<file path="config.mk">
export PLATFORM = sky130hd
export DESIGN_NAME = if_fetch_stage
export DESIGN_NICKNAME = d
export VERILOG_FILES = /design/src/rtl/if_fetch_stage.sv
export SDC_FILE = /design/constraint.sdc
export NUM_CORES = 1
export LEC_CHECK = 0
export BUFFER_PORTS_ARGS = -buffer_cell sky130_fd_sc_hd__buf_2
export CAP_MARGIN = 15
export CORE_UTILIZATION = 56
export DETAILED_ROUTE_END_ITERATION = 8
export GPL_TIMING_DRIVEN = 0
export PLACE_DENSITY = 0.79
export SETUP_SLACK_MARGIN = 0.3
export SLEW_MARGIN = 20
export SYNTH_ARGS = -nofsm -noshare
export SYNTH_HDL_FRONTEND = slang
export SYNTH_SLANG_ARGS = --single-unit
</file>
<file path="constraint.sdc">
create_clock -name clock -period 3 [get_ports clock]
set_input_delay 0.3 -clock clock [delete_from_list [all_inputs] [get_ports clock]]
set_output_delay 0.3 -clock clock [all_outputs]
set_load 0.01 [all_outputs]
</file>
<file path="src/rtl/if_fetch_stage.sv">
// Instruction-fetch stage: drives a word-addressed instruction memory with a
// req/ready handshake, registers fetched words for the IF/ID buffer, absorbs
// one word in a skid entry under stall, and handles branch redirects that
// arrive while a request is still outstanding.
module if_fetch_stage #(
  parameter logic [31:0] RESET_PC = 32'h0000_0000,
  parameter logic [31:0] PC_STEP  = 32'd1
) (
  input  logic        clock,
  input  logic        reset,
  input  logic        stall,
  input  logic        branch_taken,
  input  logic [31:0] branch_target,
  output logic        imem_req,
  output logic [31:0] imem_addr,
  input  logic        imem_ready,
  input  logic [31:0] imem_rdata,
  output logic [31:0] instr,
  output logic [31:0] pc_if,
  output logic        instr_valid
);

  typedef enum logic [1:0] {IDLE, REQ, FULL} state_t;

  typedef struct packed {
    logic [31:0] word;
    logic [31:0] pc;
  } skid_t;

  state_t      state, state_d;
  logic [31:0] pc, pc_d;
  logic [31:0] instr_d, pc_if_d;
  logic        valid_d;
  skid_t       skid, skid_d;
  logic        redirect_pending, rp_d;
  logic [31:0] redirect_pc, rpc_d;

  logic xfer, flush;

  // Only REQ presents a request; the address is the fetch pc and stays put
  // while the request waits, since pc only moves on a transfer or out of REQ.
  assign imem_req  = (state == REQ);
  assign imem_addr = pc;
  assign xfer      = imem_req && imem_ready;
  assign flush     = branch_taken || redirect_pending;

  // Next-state and datapath selection; redirects take priority over stall.
  always_comb begin
    state_d = state;
    pc_d    = pc;
    instr_d = instr;
    pc_if_d = pc_if;
    valid_d = instr_valid;
    skid_d  = skid;
    rp_d    = redirect_pending;
    rpc_d   = redirect_pc;
    case (state)
      IDLE: begin
        if (branch_taken) begin
          pc_d    = branch_target;
          valid_d = 1'b0;
          state_d = stall ? IDLE : REQ;
        end else if (!stall) begin
          valid_d = 1'b0;
          state_d = REQ;
        end
      end
      REQ: begin
        if (xfer) begin
          if (flush) begin
            // Word belongs to the wrong path: drop it and restart at the target.
            // A branch on this same edge is newer than any pending redirect.
            pc_d    = branch_taken ? branch_target : redirect_pc;
            rp_d    = 1'b0;
            valid_d = 1'b0;
          end else if (stall) begin
            skid_d  = '{word: imem_rdata, pc: pc};
            pc_d    = pc + PC_STEP;
            state_d = FULL;
          end else begin
            instr_d = imem_rdata;
            pc_if_d = pc;
            valid_d = 1'b1;
            pc_d    = pc + PC_STEP;
          end
        end else begin
          // Request in flight: the address must not move, so remember the
          // redirect until the outstanding word comes back.
          if (branch_taken) begin
            rp_d  = 1'b1;
            rpc_d = branch_target;
          end
          if (flush || !stall) valid_d = 1'b0;
        end
      end
      FULL: begin
        if (branch_taken) begin
          pc_d    = branch_target;
          skid_d  = '0;
          valid_d = 1'b0;
          state_d = stall ? IDLE : REQ;
        end else if (!stall) begin
          instr_d = skid.word;
          pc_if_d = skid.pc;
          valid_d = 1'b1;
          state_d = REQ;
        end
      end
      default: state_d = IDLE;
    endcase
  end

  // State and datapath registers with synchronous reset.
  always_ff @(posedge clock) begin
    if (reset) begin
      state            <= IDLE;
      pc               <= RESET_PC;
      instr            <= '0;
      pc_if            <= '0;
      instr_valid      <= 1'b0;
      skid             <= '0;
      redirect_pending <= 1'b0;
      redirect_pc      <= '0;
    end else begin
      state            <= state_d;
      pc               <= pc_d;
      instr            <= instr_d;
      pc_if            <= pc_if_d;
      instr_valid      <= valid_d;
      skid             <= skid_d;
      redirect_pending <= rp_d;
      redirect_pc      <= rpc_d;
    end
  end

endmodule

</file>
==> impl_metrics.toml <==
[outcome]
status = "finished clean"

[drt]
routed_via_density = 5.81
drtAntennaViolNets = 0
drt_drc_violations_left = 0
detailedRoute.firstIterationViolations = 939
wirelength_um = 27500
dr_total_vias = 9226
drt-pass1-iter-count = 6
wl_per_cell_um = 17.3

[yosys]
ys_ff_latch = 196
synthesis.instances = 1179
mappedNetlistArea_um2 = 9000
netlist_top_cells_area = "sky130_fd_sc_hd__dfxtp_1 (44%), sky130_fd_sc_hd__a21oi_1 (11%), sky130_fd_sc_hd__nand2_1 (9.9%), sky130_fd_sc_hd__a211oi_1 (6.9%), sky130_fd_sc_hd__nor2b_1 (4.6%)"
synthesis.area_per_instance_um2 = 7.63
synth.lib_cells_used.distinct = 55
syn_nets = 1253
synth.most_common_cell = "sky130_fd_sc_hd__nand2_1"
seq_area_frac_synth_pct = 43.6
post_synth_most_frequent_cells = "sky130_fd_sc_hd__nand2_1 (237), sky130_fd_sc_hd__a21oi_1 (203), sky130_fd_sc_hd__dfxtp_1 (196)"
share_of_yosys_cell_area_claimed_by_the_top_area_cell_type_pct = 43.6
synth_enable_flop_cells = 0
synthFlopType = "sky130_fd_sc_hd__dfxtp_1"
synth_top_cell_by_area = "sky130_fd_sc_hd__dfxtp_1"
postSynth.asyncResetShare_pct = 0
yosysWarnings = 0

[layout]
final_layout_size_suffix_gt1_share_pct = 16.6
final_core_util_pct = 69.5
synthToLayoutAreaGrowth_pct = 19.2
multi_input_area_um2 = 4670
fin_nets = 1437
insertedDiodeCount = 0
sequential_cell_area_um2 = 3920
fillers = 1351

[floorplan]
placementRows = 45
placeableCoreArea_um2 = 15400
fp.dieArea_um2 = 16600
io_pins = 167
chipWidth_um = 129
start_util_pct = 58.3
y_dimension_of_the_die_um = 129

[sta]
layout_setup_ws_ns = 0.393
finalSetupTns_ns = 0
worst_pin_slew_ns = 0.827
setup_violations = 0
maxSlewViolCount = 0
finalWorstPathRequiredPeriod_ns = 2.61
slew_limit_headroom_pct = 44.8
clock-skew-final_ns = 0.00848
achievable-frequency_mhz = 384
ratio_of_final_minimum_period_to_clock_period_pct = 86.9
hold_viol_final = 0
rsz0062_at_grt = "no"

[clocking]
number_of_buffers_inserted_during_clock_tree_synthesis = 17
worstSkewPairLatency_ns = 0.44
worst_setup_hold_path_clk_slew_ns = 0.07
cts_htree_levels = 4
cts_tree = "done"
clock_path_buffers = 2
numClockSinks = 196
clock-root-buffer = "sky130_fd_sc_hd__clkbuf_16"

[critical_path]
crit_chain = "inv_1, ha_1, nand2b_1, o21ai_1, clkbuf_1, nand2_1, a221oi_1"
critical_path.max_stage_delay_ns = 0.64
timing.reg2reg.setup_slack_ns = 0.39
worst-endpoint-arrival_ns = 2.95
critPathMaxFanout = 10
timing.critical_path.from_type = "flop"
path_class = "flop to flop"
critical_path.reg2reg.startpoint = "state[1]$_SDFFE_PP0P_"
critPathCaptureType = "flop"
r2r_end = "imem_addr[22]$_SDFFE_PP0P_"
worst_ep_required_time_ns = 3.34
critical_path_slowest_stage_cell = "sky130_fd_sc_hd__clkbuf_1"
timing.reg2reg.worst_path_depth = 7

[power]
internal_power_of_the_cells_mw = 4.52
power_per_cell_area_nw_per_um2 = 624
total_power_mw = 6.69
clkPwrFrac_pct = 35.5
switch_share_pct = 32.4
netSwitchingPower_mw = 2.17
power.ir.vdd_worst_mv = 0.473
combinationalPowerShare_pct = 20.1
power_frac_seq_pct = 44.4
power.leakage_nw = 4.09

[grt]
grt_pass1_wl_um = 42800
grt_antenna_before_repair = 1
grt_overflow_total = 0
via_count_of_the_first_global_routing_pass = 8248
grt_start_max_net_pins = 19
track_usage_pct = 33.3

[place]
port-buffer-count = 165
dp_hpwl_um = 19600
routabilityCongestion = 0.972
detailedPlace.worstSlack_ns = 0.262

[worst_hold_path]
holdCritPathClass = "input pin to flop"
min_path_cells = 3
worst_hold_startpoint = "branch_target[18]"
timing.hold.worst_endpoint = "redirect_pc[18]$_SDFFE_PP0P_"

[flow_run]
maxCapViolations = 0
state kept, by name, indices dropped and copies added, names as in the netlist:
register and count:
redirect_pending 1, instr_valid 1, instr 32, pc_if 32, imem_addr 32, redirect_pc 32, skid 64, state 2
cells by family (layout without fill, tap and decap cells):
kind of cell	count (synthesis)	in the layout	share of synthesized area, %
simple gates	501	501	25.9
mux	6	6	0.668
compound gates	355	355	23.7
fa+ha+maj	5	5	0.695
xor+xnor	10	10	0.974
buf+inv	106	303	4.52
flops	196	196	43.6
per-stage QoR:
stage                     cell area, um^2  hold slack [ns]  cells
after detailed placement            10100            0.447   1555
final                               10700           0.0981   1587
after global routing                10700            0.114   1587
after CTS                           10700           0.0981   1587
after global placement              10100            0.438   1555
after floorplan                      9000            0.400   1179
layer usage:
metal  global-route usage (%)  up-vias  wire, um
met3                     6.32       92      2520
met5                        0        -        14
li1                         -     4468         -
met4                     15.8        2      1020
met2                     51.2      473     12100
met1                     45.2     4191     11800
critical path, delay by kind of cell, from the launching register on:
family / cells / cell delay [ns]
fa+ha+maj: 1 / 0.43
simple gates: 2 / 0.28
compound gates: 2 / 0.70
buf+inv: 2 / 0.73
flops: 1 / 0.35
timing repair:
item / in CTS / in global routing
gates cloned: 0 / 0
endpoints found under the hold margin: 0 / 0
hold buffers: 0 / 0
buffers inserted: 0 / 0
resized for setup: 2 / 25
pin swaps: 0 / 0
setup endpoints to repair: 8 / 92
worst max path at each step:
stage / startpoint / to / slack [ns] / depth (start not counted)
after global routing: state[1]$_SDFFE_PP0P_ / imem_addr[20]$_SDFFE_PP0P_ / 0.30 / 8
after floorplan: state[0]$_SDFFE_PP0P_ / imem_addr[12]$_SDFFE_PP0P_ / 0.93 / 9
after detailed placement: state[0]$_SDFFE_PP0P_ / imem_addr[30]$_SDFFE_PP0P_ / 0.26 / 8
final: state[1]$_SDFFE_PP0P_ / imem_addr[22]$_SDFFE_PP0P_ / 0.39 / 7
after global placement: state[0]$_SDFFE_PP0P_ / imem_addr[30]$_SDFFE_PP0P_ / 0.30 / 8
after CTS: state[0]$_SDFFE_PP0P_ / instr[31]$_SDFFE_PP0P_ / 0.31 / 8
layout by cell type, fill, tap and decap left out, drive strengths merged, types with 2 or more instances in the layout:
cell type  Yosys  layout
a2111oi        2       2
a211oi        83      83
a21o           6       6
a21oi        203     203
a221oi         5       5
a311oi         2       2
a31oi          6       6
and2           3       3
and3          11      11
buf           13     173
bufinv         0       2
clkbuf        86     109
clkinv         0       2
clkinvlp       0       4
dfxtp        196     196
ha             5       5
inv            7      13
mux2i          6       6
nand2        237     237
nand2b         9       9
nand3         28      28
nand4         10      10
nor2          96      96
nor2b         66      66
nor3          14      14
nor4           6       6
o211a          2       2
o211ai        13      13
o21a           2       2
o21ai         19      19
o22ai          2       2
o311ai         4       4
or2            3       3
or3           11      11
or4            2       2
xnor2          5       5
xor2           5       5
cell type report:
type | instances | area share [%]
buffer | 99 | 3.73
clock buffer | 18 | 4.10
clock inverter | 14 | 1.58
inverter | 7 | 0.245
multi-input combinational | 877 | 43.6
sequential | 196 | 36.6
tap | 211 | 2.46
timing repair buffer | 165 | 7.70
power by group through the flow:
stage | combinational (mW) | clock (mW) | sequential, mW
finish | 1.34 | 2.38 | 2.97
global route | 1.47 | 2.47 | 2.99
CTS | 1.31 | 2.37 | 2.96
detailed placement | 1.30 | 0 | 3.02
global placement | 1.29 | 0 | 3.02
floorplan | 0.813 | 0 | 3.02
No activity file was read; power rests on OpenSTA's default activity.
